## config.mk

```make
export PLATFORM = sky130hd
export DESIGN_NAME = sid_i2s_tx_flat
export DESIGN_NICKNAME = d
export VERILOG_FILES = /design/src/rtl/sid_i2s_tx_if.sv /design/src/rtl/sid_i2s_tx.sv /design/src/flat_wrapper.sv
export SDC_FILE = /design/constraint.sdc
export NUM_CORES = 1
export LEC_CHECK = 0
export CORE_MARGIN = 4
export CORE_UTILIZATION = 40
export CTS_CLUSTER_DIAMETER = 40
export DETAILED_ROUTE_END_ITERATION = 10
export PLACE_DENSITY = 0.66
export SYNTH_ARGS = -nofsm -noshare
export SYNTH_HDL_FRONTEND = slang
export SYNTH_SLANG_ARGS = --single-unit
```

## constraint.sdc

```tcl
create_clock -name clk -period 5.8 [get_ports clk]
set_clock_uncertainty 0.05 [all_clocks]
set_input_delay 0.58 -clock clk [delete_from_list [all_inputs] [get_ports clk]]
set_output_delay 0.58 -clock clk [all_outputs]
set_load 0.1 [all_outputs]
```

## src/rtl/sid_i2s_tx_if.sv

```systemverilog
// +------------------------------------------------------------------+
// | sid_i2s_tx_if : sample-in / I2S-out signal bundle for sid_i2s_tx |
// | rev 1.0                                                          |
// +------------------------------------------------------------------+
`default_nettype none

interface sid_i2s_tx_if;
  logic        sample_valid;
  logic [23:0] left_i;
  logic [23:0] right_i;
  logic        i2s_bclk;
  logic        i2s_lrclk;
  logic        i2s_sdata;
  logic        underrun;
  logic        overrun;

  modport master (
    output sample_valid, left_i, right_i,
    input  i2s_bclk, i2s_lrclk, i2s_sdata, underrun, overrun
  );

  modport slave (
    input  sample_valid, left_i, right_i,
    output i2s_bclk, i2s_lrclk, i2s_sdata, underrun, overrun
  );
endinterface

`default_nettype wire

```

## src/rtl/sid_i2s_tx.sv

```systemverilog
// +------------------------------------------------------------------+
// | sid_i2s_tx : double-buffered Philips I2S transmitter, 64 BCLK    |
// | frames. Optional TPDF-style LFSR dither: SID_I2S_DITHER_EN.      |
// | rev 1.0                                                          |
// +------------------------------------------------------------------+
`default_nettype none

module sid_i2s_tx #(
  parameter int CLK_DIV  = 4,
  parameter int OUT_BITS = 24
) (
  input  wire logic    clk,
  input  wire logic    rst,
  sid_i2s_tx_if.slave  bus
);

  localparam int          DIV_W     = $clog2(CLK_DIV);
  localparam logic [DIV_W-1:0] DIV_LAST = DIV_W'(CLK_DIV - 1);
  localparam logic [31:0] SLOT_MASK = ~(32'hFFFF_FFFF >> OUT_BITS);

  logic [DIV_W-1:0] div_cnt_q, div_cnt_d;
  logic             bclk_q, bclk_d;
  logic             lrclk_q, lrclk_d;
  logic             sdata_q, sdata_d;
  logic [5:0]       bit_cnt_q, bit_cnt_d;
  logic [63:0]      frame_q, frame_d;
  logic [23:0]      hold_l_q, hold_l_d;
  logic [23:0]      hold_r_q, hold_r_d;
  logic             pending_q, pending_d;
  logic             underrun_q, underrun_d;
  logic             overrun_q, overrun_d;

  logic [23:0]      w_left;
  logic [23:0]      w_right;
  logic [31:0]      w_lslot;
  logic [30:0]      w_rslot_hi;
  logic             w_fall;
  logic             w_load;

`ifdef SID_I2S_DITHER_EN
  localparam logic [23:0] DITH_MASK = 24'((25'd1 << (24 - OUT_BITS)) - 25'd1);

  logic [15:0] lfsr_q, lfsr_d;
  logic [23:0] w_dith;

  // Dither is unsigned, so only positive overflow is possible.
  function automatic logic [23:0] sat_add(input logic [23:0] s, input logic [23:0] d);
    logic [24:0] sum;
    sum = {s[23], s} + {1'b0, d};
    return (sum[24] != sum[23]) ? 24'h7F_FFFF : sum[23:0];
  endfunction

  assign w_dith  = {8'h00, lfsr_q} & DITH_MASK;
  assign w_left  = sat_add(bus.left_i, w_dith);
  assign w_right = sat_add(bus.right_i, w_dith);

  always_comb begin
    lfsr_d = lfsr_q;
    if (bus.sample_valid) begin
      lfsr_d = {1'b0, lfsr_q[15:1]} ^ (lfsr_q[0] ? 16'hB400 : 16'h0000);
    end
  end

  always_ff @(posedge clk) begin
    if (rst) lfsr_q <= 16'hACE1;
    else     lfsr_q <= lfsr_d;
  end
`else
  assign w_left  = bus.left_i;
  assign w_right = bus.right_i;
`endif

  // Slots are MSB-aligned; the right slot LSB is always zero and is dropped.
  assign w_lslot    = {hold_l_q, 8'h00} & SLOT_MASK;
  assign w_rslot_hi = {hold_r_q, 7'h00} & SLOT_MASK[31:1];

  always_comb begin
    div_cnt_d  = div_cnt_q + DIV_W'(1);
    bclk_d     = bclk_q;
    lrclk_d    = lrclk_q;
    sdata_d    = sdata_q;
    bit_cnt_d  = bit_cnt_q;
    frame_d    = frame_q;
    hold_l_d   = hold_l_q;
    hold_r_d   = hold_r_q;
    pending_d  = pending_q;
    underrun_d = 1'b0;
    overrun_d  = 1'b0;
    w_fall     = 1'b0;
    w_load     = 1'b0;

    if (div_cnt_q == DIV_LAST) begin
      div_cnt_d = '0;
      bclk_d    = ~bclk_q;
      w_fall    = bclk_q;
    end

    if (w_fall) begin
      bit_cnt_d = bit_cnt_q + 6'd1;
      lrclk_d   = bit_cnt_d[5];
      if (bit_cnt_q == 6'd63) begin
        w_load     = 1'b1;
        frame_d    = {1'b0, w_lslot, w_rslot_hi};
        pending_d  = 1'b0;
        underrun_d = ~pending_q;
      end
      sdata_d = frame_d[6'd63 - bit_cnt_d];
    end

    // A sample arriving on the load cycle is queued for the following frame.
    if (bus.sample_valid) begin
      hold_l_d  = w_left;
      hold_r_d  = w_right;
      pending_d = 1'b1;
      overrun_d = pending_q & ~w_load;
    end
  end

  always_ff @(posedge clk) begin
    if (rst) begin
      div_cnt_q  <= '0;
      bclk_q     <= 1'b0;
      lrclk_q    <= 1'b1;
      sdata_q    <= 1'b0;
      bit_cnt_q  <= 6'd63;
      frame_q    <= '0;
      hold_l_q   <= '0;
      hold_r_q   <= '0;
      pending_q  <= 1'b0;
      underrun_q <= 1'b0;
      overrun_q  <= 1'b0;
    end else begin
      div_cnt_q  <= div_cnt_d;
      bclk_q     <= bclk_d;
      lrclk_q    <= lrclk_d;
      sdata_q    <= sdata_d;
      bit_cnt_q  <= bit_cnt_d;
      frame_q    <= frame_d;
      hold_l_q   <= hold_l_d;
      hold_r_q   <= hold_r_d;
      pending_q  <= pending_d;
      underrun_q <= underrun_d;
      overrun_q  <= overrun_d;
    end
  end

  assign bus.i2s_bclk  = bclk_q;
  assign bus.i2s_lrclk = lrclk_q;
  assign bus.i2s_sdata = sdata_q;
  assign bus.underrun  = underrun_q;
  assign bus.overrun   = overrun_q;

endmodule

`default_nettype wire

```

## src/flat_wrapper.sv

```systemverilog
// flat-port wrapper written by rule: the top's interface ports become plain ports
module sid_i2s_tx_flat 
#(
  parameter int CLK_DIV  = 4,
  parameter int OUT_BITS = 24
)
  (clk, rst, bus_sample_valid, bus_left_i, bus_right_i, bus_i2s_bclk, bus_i2s_lrclk, bus_i2s_sdata, bus_underrun, bus_overrun);
  sid_i2s_tx_if bus_i ();
  input  wire logic clk;
  input  wire logic rst;
  input wire logic [$bits(bus_i.sample_valid)-1:0] bus_sample_valid;
  input wire logic [$bits(bus_i.left_i)-1:0] bus_left_i;
  input wire logic [$bits(bus_i.right_i)-1:0] bus_right_i;
  output wire logic [$bits(bus_i.i2s_bclk)-1:0] bus_i2s_bclk;
  output wire logic [$bits(bus_i.i2s_lrclk)-1:0] bus_i2s_lrclk;
  output wire logic [$bits(bus_i.i2s_sdata)-1:0] bus_i2s_sdata;
  output wire logic [$bits(bus_i.underrun)-1:0] bus_underrun;
  output wire logic [$bits(bus_i.overrun)-1:0] bus_overrun;
  assign bus_i.sample_valid = bus_sample_valid;
  assign bus_i.left_i = bus_left_i;
  assign bus_i.right_i = bus_right_i;
  assign bus_i2s_bclk = bus_i.i2s_bclk;
  assign bus_i2s_lrclk = bus_i.i2s_lrclk;
  assign bus_i2s_sdata = bus_i.i2s_sdata;
  assign bus_underrun = bus_i.underrun;
  assign bus_overrun = bus_i.overrun;
  sid_i2s_tx #(.CLK_DIV(CLK_DIV), .OUT_BITS(OUT_BITS)) u_core (.clk(clk), .rst(rst), .bus(bus_i));
endmodule
```

After elaboration in Yosys (flattened, before gate mapping)
Cells that the tools add are included.
Widths: inputs -> output; s select.
{"block": "classes", "bitwise_logic": 7, "n_mux": 10, "magnitude_cmp": 1, "add_sub_neg": 3, "reduce_logical": 6, "n_eq_ne": 2}
{"operator": "$mux 64", "count": 2}
{"operator": "$lt 6x7->1 const B", "count": 1}
{"operator": "$mux 1", "count": 7}
{"operator": "$add 6x1->6 const B", "count": 1}
{"operator": "$bmux 1 s6", "count": 1}
{"operator": "$eq 6x6->1 const B", "count": 1}
{"operator": "$not 1->1", "count": 6}
{"operator": "$sub 6x6->6 const A", "count": 1}
{"operator": "$reduce_bool 2->1", "count": 2}
{"operator": "$reduce_or 2->1", "count": 2}
{"operator": "$reduce_or 3->1", "count": 1}
{"operator": "$add 2x1->2 const B", "count": 1}
{"operator": "$eq 2x2->1 const B", "count": 1}
{"operator": "$reduce_and 2->1", "count": 1}
{"operator": "$and 1x1->1", "count": 1}
{"block": "totals", "inputBits": 51, "output_inout_bits": 5, "reg_bits": 126, "elab_cells": 40}

Longest topological paths before layout
Gate-level depths: netlist of the first run.
{"block": "logic_depth", "word_depth": 5, "mapped_depth": 11, "mapped_depth_nobuf": 8}

Worst setup path before layout of the first run
No wires, ideal clock.
{"block": "synth_timing", "path_kind": "flip-flop to flip-flop", "start": "register u_core.bit_cnt_q[5]", "end": "register u_core.sdata_q, in the netlist u_core.bus.i2s_sdata", "path_stages_with_launch": 10, "path_slack_ns": 3.215, "setup_ns": 0.116, "t_required_ns": 5.634, "synth_period_minus_slack_ns": 2.585, "n_path_buf": 2, "arrival_time_ns": 2.419, "path_cell_list": "dfxtp_1 > nand3_4 > buf_6 > buf_8 > mux4_2 > nand2_1 > nand3_1 > a211oi_2 > o22ai_1 > o211a_1"}
{"block": "synth_via", "elab_chain_cells": 5, "elab_cells_between_ends": 7, "cone_classes": "2 x add/sub; 1 x eq/ne; 4 x mux"}
{"element": "start, declared", "line": "sid_i2s_tx.sv:25", "rtl": "logic [5:0] bit_cnt_q, bit_cnt_d;"}
{"element": "start signal, assigned", "line": "sid_i2s_tx.sv:137", "rtl": "bit_cnt_q <= bit_cnt_d;"}
{"element": "parallel branches: the longest is 3 deep, another holds $add 6x1->6"}
{"element": "$bmux 1 s6 *", "line": "sid_i2s_tx.sv:107", "rtl": "sdata_d = frame_d[6'd63 - bit_cnt_d];"}
{"element": "$mux 1 (not written as such) *", "line": "sid_i2s_tx.sv:107"}
{"element": "end signal, assigned", "line": "sid_i2s_tx.sv:136", "rtl": "sdata_q <= sdata_d;"}
{"element": "end, declared", "line": "sid_i2s_tx.sv:24", "rtl": "logic sdata_q, sdata_d;"}
Every way passes the cells marked *. The select of a mux whose other input is x is not followed.
A chain may end at the register's enable or synchronous reset.

Worst setup path after layout of the first run
{"block": "layout_timing", "start": "register u_core.bit_cnt_q[1]", "end": "register u_core.frame_q[58]"}
{"block": "layout_via", "elab_chain_cells": 3}
{"element": "$eq 6x6->1", "line": "sid_i2s_tx.sv:101", "rtl": "if (bit_cnt_q == 6'd63) begin"}
{"element": "$mux 64", "line": "sid_i2s_tx.sv:101"}
{"element": "$mux 64", "line": "sid_i2s_tx.sv:98", "rtl": "if (w_fall) begin"}
{"element": "end signal, assigned", "line": "sid_i2s_tx.sv:138", "rtl": "frame_q <= frame_d;"}
{"element": "end, declared", "line": "sid_i2s_tx.sv:26", "rtl": "logic [63:0] frame_q, frame_d;"}
No other way between the ends. The select of a mux whose other input is x is not followed.

==> reports/results.ini, run 1 <==
[status]
outcome = finished, final reports clean

[route]
vias = 4049
wl_met3_um = 619
ant_nets = 0
drt_iter0_drc = 274
viasPerCell = 5.19
maxUsedRoutingLayer = met4
drtPass1Iterations = 5
met2_length_um = 5620
wl_met1_um = 5480
totalWireLength_um = 11900
drc = 0
wl_per_cell_um = 15.3

[timing]
fin_crit_sh_pct = 50.3
tns_ns = 0
final_max_slew_viol_count = 0
slew_headroom_pct = 28.4
worst_pin_slew_ns = 1.07
finalHoldViolCount = 0
fin_crit_ns = 2.92
rsz0062_at_grt = false
max_freq_ghz = 0.343
finalSetupViolations = 0

[placed_design]
dp_hpwl_um = 7800
place.gp.congestion = 0.799
numPortBuffers = 55
dp.cells = 748

[logic_synthesis]
syn_inst = 561
synth_cell_types = 41
syn_area_um2 = 5320
synth_seq_cells = 125
synthFlopType = dfxtp_1
syn_area_per_cell_um2 = 9.48
syn_nets = 614
synth-edff-count = 0
async_flop_share_pct = 0
ys_warn_count = 0
yosysSeqAreaShare_pct = 47.0

[floorplanning]
start_util_pct = 41.5
io_pins = 56
dieArea_um2 = 15200
die_height_um = 123
rows = 41
die_x_um = 123
coreArea_um2 = 12800

[clocking]
root_buffer = clkbuf_16
post_cts_resized = 0
cts-htree-levels = 4
insertion_delay_ns = 0.41
hold_buffers = 0
ctsLongestPathBuffers = 2
clkTransAtPathRegs_ns = 0.05
numCtsBuffers = 17
cts_tree = done
cts_sinks = 125
post-cts-setup-buffers = 0

[grt]
grt_first_pass_wirelength_um = 20000
grt_usage_pct = 16.9
grt_pass1_vias = 4039
antenna_found_initial = 0
grt_max_degree = 108
grt_overflow = 0

[final_layout]
n_antenna_cell = 0
instances_no_fill = 780
fillers = 1200
multi_input_area_um2 = 2600
drive_gt1_share_pct = 9.87
seq_area_um2 = 2500
fin_nets = 648
areaGrowthSynthToFinish_pct = 23.1

[power]
power.static_leakage_nw = 2.50
ir_drop_mv = 0.205
power_density_nw_per_um2 = 334

[worst_hold_path]
holdCritPathClass = in2reg

[setup_path]
path_max_fanout = 30
cpPeakStageDelay_ns = 0.83
crit_family = simple AND/OR/NAND/NOR gates
slowest_stage = nor2_2
arrival_ns = 3.20
worst-path-buf-inv = 1
critical_path.cell_chain = ha_1, nand3_4, nor2_2, buf_4, nand2_1, a21oi_1
crit_type = reg2reg
critPathLaunchType = flop
cp.required_ns = 6.08
cp-end-kind = flop

[job]
drv_cap = 0

logic make-up (layout without fill, tap and decap cells):
family          count (synthesis)  in the layout  share of synthesized area [%]
fa+ha+maj                       2              2                          0.470
simple gates                  220            220                           18.0
compound gates                 77             77                           8.26
buf+inv                        47             94                           4.12
flops                         125            125                           47.0
mux                            79             79                           20.3
xor+xnor                       11             11                           1.81
sequential cells by signal, indices dropped and copies added (netlist names):
signal,flops
u_core.frame_q,64
u_core.hold_l_q,24
u_core.hold_r_q,24
u_core.bit_cnt_q,6
u_core.div_cnt_q,2
u_core.bus.i2s_bclk,1
u_core.bus.i2s_sdata,1
u_core.bus.overrun,1
u_core.bus.underrun,1
u_core.pending_q,1
report_power, final:
group          switching [mW]  total [mW]  internal [mW]
Sequential             0.0189       0.903          0.884
Clock                   0.368        1.14          0.769
Combinational          0.0690       0.145         0.0763
per-layer routing:
layer	vias to the layer above	global-route usage [%]
met4	0	6.02
met2	104	26.9
li1	2001	-
met1	1928	22.3
met3	16	4.53
met5	-	0
area by class of cell:
| cell class | count | area share (%) |
|---|---|---|
| clock buffers | 20 | 6.82 |
| clock inverters | 12 | 2.94 |
| inverters | 2 | 0.115 |
| multi-input cells | 389 | 39.7 |
| flip-flops and latches | 125 | 38.2 |
| well taps | 172 | 3.29 |
| repair buffers | 60 | 8.87 |
synthesized netlist by cell type, types with 5 or more instances:
cell,n,area [µm²]
xnor2_1,6,52.6
nand3_1,12,60.1
dfxtp_1,125,2500
buf_1,5,18.8
clkbuf_1,26,97.6
a31oi_1,5,31.3
nand2_1,109,409
nor2_1,62,233
and2_1,17,106
a21oi_1,53,265
o21ai_0,6,30.0
mux4_2,18,405
mux2i_1,57,571
buf_2,10,50.1
xor2_1,5,43.8
worst paths after layout:
kind	startpoint	endpoint	slack (ns)	cells past startpoint
min reg2reg	u_core.div_cnt_q[0]$_SDFF_PP0_	u_core.div_cnt_q[0]$_SDFF_PP0_	0.39	1
max reg2reg	u_core.bit_cnt_q[1]$_SDFFE_PP1P_	u_core.frame_q[58]$_SDFFE_PP0P_	2.88	6
min	rst	u_core.hold_l_q[16]$_SDFFE_PP0P_	0.31	2
max	u_core.bit_cnt_q[1]$_SDFFE_PP1P_	u_core.frame_q[58]$_SDFFE_PP0P_	2.88	6
cells in the final DEF (no fill, tap or decap), drive strengths merged, types with 2 or more instances in the layout:
master | Yosys | routed
clkbuf | 26 | 20
o21ai | 7 | 7
xor2 | 5 | 5
nor3 | 3 | 3
bufinv | 0 | 5
clkinvlp | 0 | 3
nor2 | 62 | 62
o2111ai | 4 | 4
nand2b | 4 | 4
and2 | 17 | 17
inv | 2 | 2
xnor2 | 6 | 6
mux4 | 22 | 22
nand3 | 13 | 13
nand4 | 2 | 2
clkdlybuf4s50 | 0 | 53
nand4b | 3 | 3
dfxtp | 125 | 125
buf | 19 | 7
clkinv | 0 | 4
a21oi | 53 | 53
mux2i | 57 | 57
a31oi | 5 | 5
and3 | 4 | 4
nand2 | 109 | 109
ha | 2 | 2
worst register-to-register path: cells and delay by family, from the launching register on:
kind	cells	cell delay, ns
AND/OR/NAND/NOR	3	1.41
buffers and inverters	1	0.45
flip-flops	1	0.39
adder cells (fa/ha/maj)	1	0.38
AO/OA/AOI/OAI	1	0.15
metrics by stage:
stage	hold WS [ns]	util [%]	cell area [µm²]	total power, mW	setup slack, ns
after detailed placement	0.388	46.1	5910	1.07	2.87
after floorplan	0.354	-	5320	1.01	3.22
after CTS	0.291	51.0	6550	2.21	2.85
after global routing	0.301	51.0	6550	2.26	2.60
after global placement	0.362	46.1	5910	1.06	3.03
final	0.312	51.0	6550	2.18	2.88
No activity file was read; power rests on OpenSTA's default activity.
==> run 2, diff against run 1 <==
clock period = 2.9 ns   (was 5.8 ns; I/O delays follow)
==> reports/results.ini, run 2 (same netlist as run 1, synthesis figures left out) <==
[floorplanning]
die_x_um = 123
io_pins = 56
rows = 41
die_height_um = 123
start_util_pct = 41.5
dieArea_um2 = 15200
coreArea_um2 = 12800

[clocking]
insertion_delay_ns = 0.42
cts-htree-levels = 4
post_cts_resized = 0
cts_sinks = 125
cts_tree = done
hold_buffers = 0
clkTransAtPathRegs_ns = 0.06
root_buffer = clkbuf_16
ctsLongestPathBuffers = 2
numCtsBuffers = 17
post-cts-setup-buffers = 0

[setup_path]
worst-path-buf-inv = 1
slowest_stage = dfxtp_1
arrival_ns = 2.83
critPathLaunchType = flop
cp.required_ns = 3.16
crit_family = compound AO/OA/AOI/OAI gates
path_depth = 9
critical_path.cell_chain = ha_1, nand3_4, buf_4, mux4_2, a22oi_1, a31oi_1, a21oi_1, o22ai_1, o211a_1
path_max_fanout = 16
crit_type = reg2reg
r2r.worst_path.cells = 9
cpPeakStageDelay_ns = 0.39
cp-end-kind = flop

[placed_design]
numPortBuffers = 55
dp_hpwl_um = 8000
place.gp.congestion = 0.881

[power]
p_comb_share_pct = 6.8
finalPower_mw = 4.27
ir_drop_mv = 0.404
power_density_nw_per_um2 = 648
p_int_mw = 3.36
switching_share_pct = 21.4
seqPwrFrac_pct = 42.3
power.static_leakage_nw = 2.53
power_frac_clock_pct = 50.9
p_switching_mw = 0.913

[final_layout]
drive_gt1_share_pct = 11.9
areaGrowthSynthToFinish_pct = 23.8
final_common_cell = dfxtp_1
n_antenna_cell = 0
fillers = 1180
regMostFlops = u_core.frame_q
seq_area_um2 = 2500
post-route-util_pct = 51.4
fin_nets = 656
multi_input_area_um2 = 2600
layout_common_cells = dfxtp_1 (124), nand2_1 (109), nor2_1 (61)
largest_reg_flops = 64
reg_top3 = u_core.frame_q (64), u_core.hold_l_q (24), u_core.hold_r_q (24)

[route]
wl_per_cell_um = 15.1
viasPerCell = 5.08
drc = 0
drt_iter0_drc = 235
totalWireLength_um = 11900
vias = 3997
drtPass1Iterations = 4
ant_nets = 0

[status]
outcome = finished, final reports clean

[grt]
grt_pass1_vias = 3898
grt_overflow = 0
grt_max_degree = 71
grt_first_pass_wirelength_um = 19400
grt_usage_pct = 16.6
antenna_found_initial = 0

[timing]
fin_crit_ns = 2.57
slew_headroom_pct = 44.1
final_max_slew_viol_count = 0
worst_pin_slew_ns = 0.836
fin_crit_sh_pct = 88.7
finalHoldViolCount = 0
tns_ns = 0
rsz0062_at_grt = false
finalSetupViolations = 0
max_freq_ghz = 0.389

[worst_hold_path]
worstHoldPathCells = 2
holdCritPathClass = in2reg

[job]
drv_cap = 0

run 2: cell types whose count changed in the layout (fill, tap and decap cells not counted), moves of 2 or more:
cell,delta
clkinvlp_4,+3
clkdlybuf4s50_1,-5
clkbuf_8,+3
clkinv_2,-4
bufinv_16,-2
buf_4,+12
run 2: worst reg2reg max path: stages, from the launching register on:
cell,delay [ns]
dfxtp_1,0.39
ha_1,0.38
nand3_4,0.30
buf_4,0.30
mux4_2,0.31
a22oi_1,0.20
a31oi_1,0.12
a21oi_1,0.13
o22ai_1,0.08
o211a_1,0.21
run 2: stage by stage:
stage	instance area (µm²)	hold WS [ns]	setup slack, ns	instances
final	6590	0.344	0.327	787
after global routing	6590	0.391	0.125	787
after CTS	6590	0.346	0.334	787
after detailed placement	5970	0.393	0.346	756
after global placement	5970	0.363	0.400	756
after floorplan	5320	0.354	0.315	561
run 2: metal layers:
| metal | vias to the layer above | track usage, % | share of wire, % |
|---|---|---|---|
| met4 | 0 | 6.02 | 1.1 |
| met2 | 85 | 26.2 | 49 |
| met1 | 1888 | 21.7 | 46 |
| met5 | - | 0 | 0 |
| li1 | 2011 | - | - |
| met3 | 13 | 4.80 | 4.6 |
run 2: final timing paths:
check / startpoint / to / slack [ns]
hold / removal: rst / u_core.hold_l_q[16]$_SDFFE_PP0P_ / 0.34
setup reg to reg: u_core.bit_cnt_q[1]$_SDFFE_PP1P_ / u_core.bus.i2s_sdata$_SDFFE_PP0P_ / 0.33
setup / recovery: u_core.bit_cnt_q[1]$_SDFFE_PP1P_ / u_core.bus.i2s_sdata$_SDFFE_PP0P_ / 0.33
hold reg to reg: u_core.div_cnt_q[0]$_SDFF_PP0_ / u_core.div_cnt_q[0]$_SDFF_PP0_ / 0.40
run 2: power by group through the flow:
stage	Combinational, mW	Clock, mW	Sequential (mW)
2_1_floorplan	0.177	0	1.84
5_1_grt	0.318	2.30	1.81
6_report	0.290	2.17	1.81
3_5_place_dp	0.291	0	1.84
4_1_cts	0.293	2.23	1.81
3_3_place_gp	0.286	0	1.84
run 2: cell type report:
type                    count  share of cell area (%)
multi-input cells         389                    39.5
clock buffers              22                    7.35
clock inverters             9                    2.05
well taps                 172                    3.27
flip-flops and latches    125                    38.0
inverters                   2                   0.114
repair buffers             68                    9.73
==> run 3, diff against run 2 <==
CELL_PAD_IN_SITES_DETAIL_PLACEMENT = 0   (was not set)
CELL_PAD_IN_SITES_GLOBAL_PLACEMENT = 1   (was not set)
GPL_ROUTABILITY_DRIVEN = 0   (was not set)
PLACE_DENSITY = 0.8   (was 0.66)
==> reports/results.ini, run 3 (same netlist as run 1, synthesis figures left out) <==
[timing]
fin_crit_sh_pct = 90.2
fin_crit_ns = 2.62
final_max_slew_viol_count = 0
finalSetupViolations = 0
rsz0062_at_grt = false
slew_headroom_pct = 56.7
tns_ns = 0
max_freq_ghz = 0.382
worst_pin_slew_ns = 0.650
finalHoldViolCount = 0

[placed_design]
dp_hpwl_um = 8220
numPortBuffers = 55
dp.cells = 757

[power]
power_density_nw_per_um2 = 645
switching_share_pct = 22.0
seqPwrFrac_pct = 42.5
power.static_leakage_nw = 2.54
power_frac_clock_pct = 50.5
p_switching_mw = 0.933
p_comb_share_pct = 6.9
ir_drop_mv = 0.357
p_int_mw = 3.31
finalPower_mw = 4.25

[floorplanning]
dieArea_um2 = 15200
coreArea_um2 = 12800
io_pins = 56
die_x_um = 123
die_height_um = 123
rows = 41
start_util_pct = 41.5

[setup_path]
critical_path.cell_chain = ha_1, nand3_4, mux4_1, mux2i_1, mux2i_1, o2111ai_1, o311ai_1, o211a_1
arrival_ns = 2.88
path_common_cell = mux2i_1
r2r-end = u_core.bus.i2s_sdata$_SDFFE_PP0P_
critPathLaunchType = flop
worst-path-buf-inv = 0
slowest_stage = mux4_1
rr_startpoint = u_core.bit_cnt_q[1]$_SDFFE_PP1P_
crit_family = multiplexers
rrSetupSlack_ns = 0.28
r2r.worst_path.cells = 8
crit_type = reg2reg
cp.required_ns = 3.16
cpPeakStageDelay_ns = 0.57
cp-end-kind = flop
path_max_fanout = 20

[final_layout]
fillers = 1194
areaGrowthSynthToFinish_pct = 23.9
largest_reg_flops = 64
layout_common_cells = dfxtp_1 (124), nand2_1 (109), nor2_1 (61)
reg_top3 = u_core.frame_q (64), u_core.hold_l_q (24), u_core.hold_r_q (24)
n_antenna_cell = 0
fin_nets = 657
drive_gt1_share_pct = 12.0
instances_no_fill = 789
regMostFlops = u_core.frame_q
final_common_cell = dfxtp_1

[grt]
grt_first_pass_wirelength_um = 20000
antenna_found_initial = 0
grt_usage_pct = 17.0
grt_pass1_vias = 4029
grt_overflow = 0
grt_max_degree = 59

[route]
vias = 4045
drtPass1Iterations = 4
drc = 0
drt_iter0_drc = 284
wl_per_cell_um = 15.2
ant_nets = 0
totalWireLength_um = 12000
viasPerCell = 5.13

[clocking]
cts_tree = done
post-cts-setup-buffers = 0
numCtsBuffers = 17
insertion_delay_ns = 0.41
hold_buffers = 0
ctsLongestPathBuffers = 2
cts-htree-levels = 4
post_cts_resized = 0
clkTransAtPathRegs_ns = 0.06
cts_sinks = 125
root_buffer = clkbuf_16

[status]
outcome = finished, final reports clean

[job]
drv_cap = 0

[worst_hold_path]
worstHoldPathCells = 2
min-delay-start = rst
hold_end = u_core.hold_r_q[9]$_SDFFE_PP0P_
holdCritPathClass = in2reg

## run 3: stage by stage
stage               setup WS, ns  cell area [µm²]  utilization [%]  hold WS [ns]
floorplan                  0.315             5320                -         0.354
global placement           0.382             5990             46.7         0.363
detailed placement         0.274             5990             46.7         0.377
CTS                        0.263             6590             51.4         0.282
global route              0.0883             6590             51.4         0.304
finish                     0.284             6590             51.4         0.279
## run 3: layout make-up
type / count / area, µm² / share of cell area, %
clock buffer: 21 / 460 / 6.99
inverter: 2 / 7.51 / 0.114
multi-input combinational: 389 / 2600 / 39.5
sequential: 125 / 2500 / 38.0
clock inverter: 11 / 141 / 2.15
timing repair buffer: 69 / 661 / 10.0
tap: 172 / 215 / 3.27
## run 3: worst register-to-register path, stage by stage, from the launching register on
cell and delay [ns]:
dfxtp_1 0.38, ha_1 0.37, nand3_4 0.35, mux4_1 0.57, mux2i_1 0.15, mux2i_1 0.11
o2111ai_1 0.24, o311ai_1 0.14, o211a_1 0.14
## run 3: per-layer routing
metal | GRT usage (%) | wire length (µm) | vias to the layer above
met1 | 21.6 | 5530 | 1932
met2 | 27.7 | 5700 | 77
met5 | 0 | 0 | -
met4 | 5.95 | 172 | 0
li1 | - | - | 2019
met3 | 4.85 | 571 | 17
## run 3: how the worst max path moves through the flow
stage | from | end | slack, ns | cells after the start
after floorplan | u_core.bit_cnt_q[5]$_SDFFE_PP1P_ | u_core.bus.i2s_sdata$_SDFFE_PP0P_ | 0.32 | 9
after CTS | u_core.bit_cnt_q[1]$_SDFFE_PP1P_ | u_core.bus.i2s_sdata$_SDFFE_PP0P_ | 0.26 | 9
after detailed placement | u_core.bit_cnt_q[1]$_SDFFE_PP1P_ | u_core.bus.i2s_sdata$_SDFFE_PP0P_ | 0.27 | 9
final | u_core.bit_cnt_q[1]$_SDFFE_PP1P_ | u_core.bus.i2s_sdata$_SDFFE_PP0P_ | 0.28 | 8
after global placement | u_core.bit_cnt_q[1]$_SDFFE_PP1P_ | u_core.bus.i2s_sdata$_SDFFE_PP0P_ | 0.38 | 9
after global routing | u_core.bit_cnt_q[1]$_SDFFE_PP1P_ | u_core.bus.i2s_sdata$_SDFFE_PP0P_ | 0.09 | 9
## run 3: power by group through the flow
stage / combinational, mW / clock [mW] / sequential, mW
finish: 0.294 / 2.15 / 1.81
global route: 0.324 / 2.26 / 1.81
CTS: 0.299 / 2.19 / 1.81
detailed placement: 0.296 / 0 / 1.84
global placement: 0.289 / 0 / 1.84
floorplan: 0.177 / 0 / 1.84
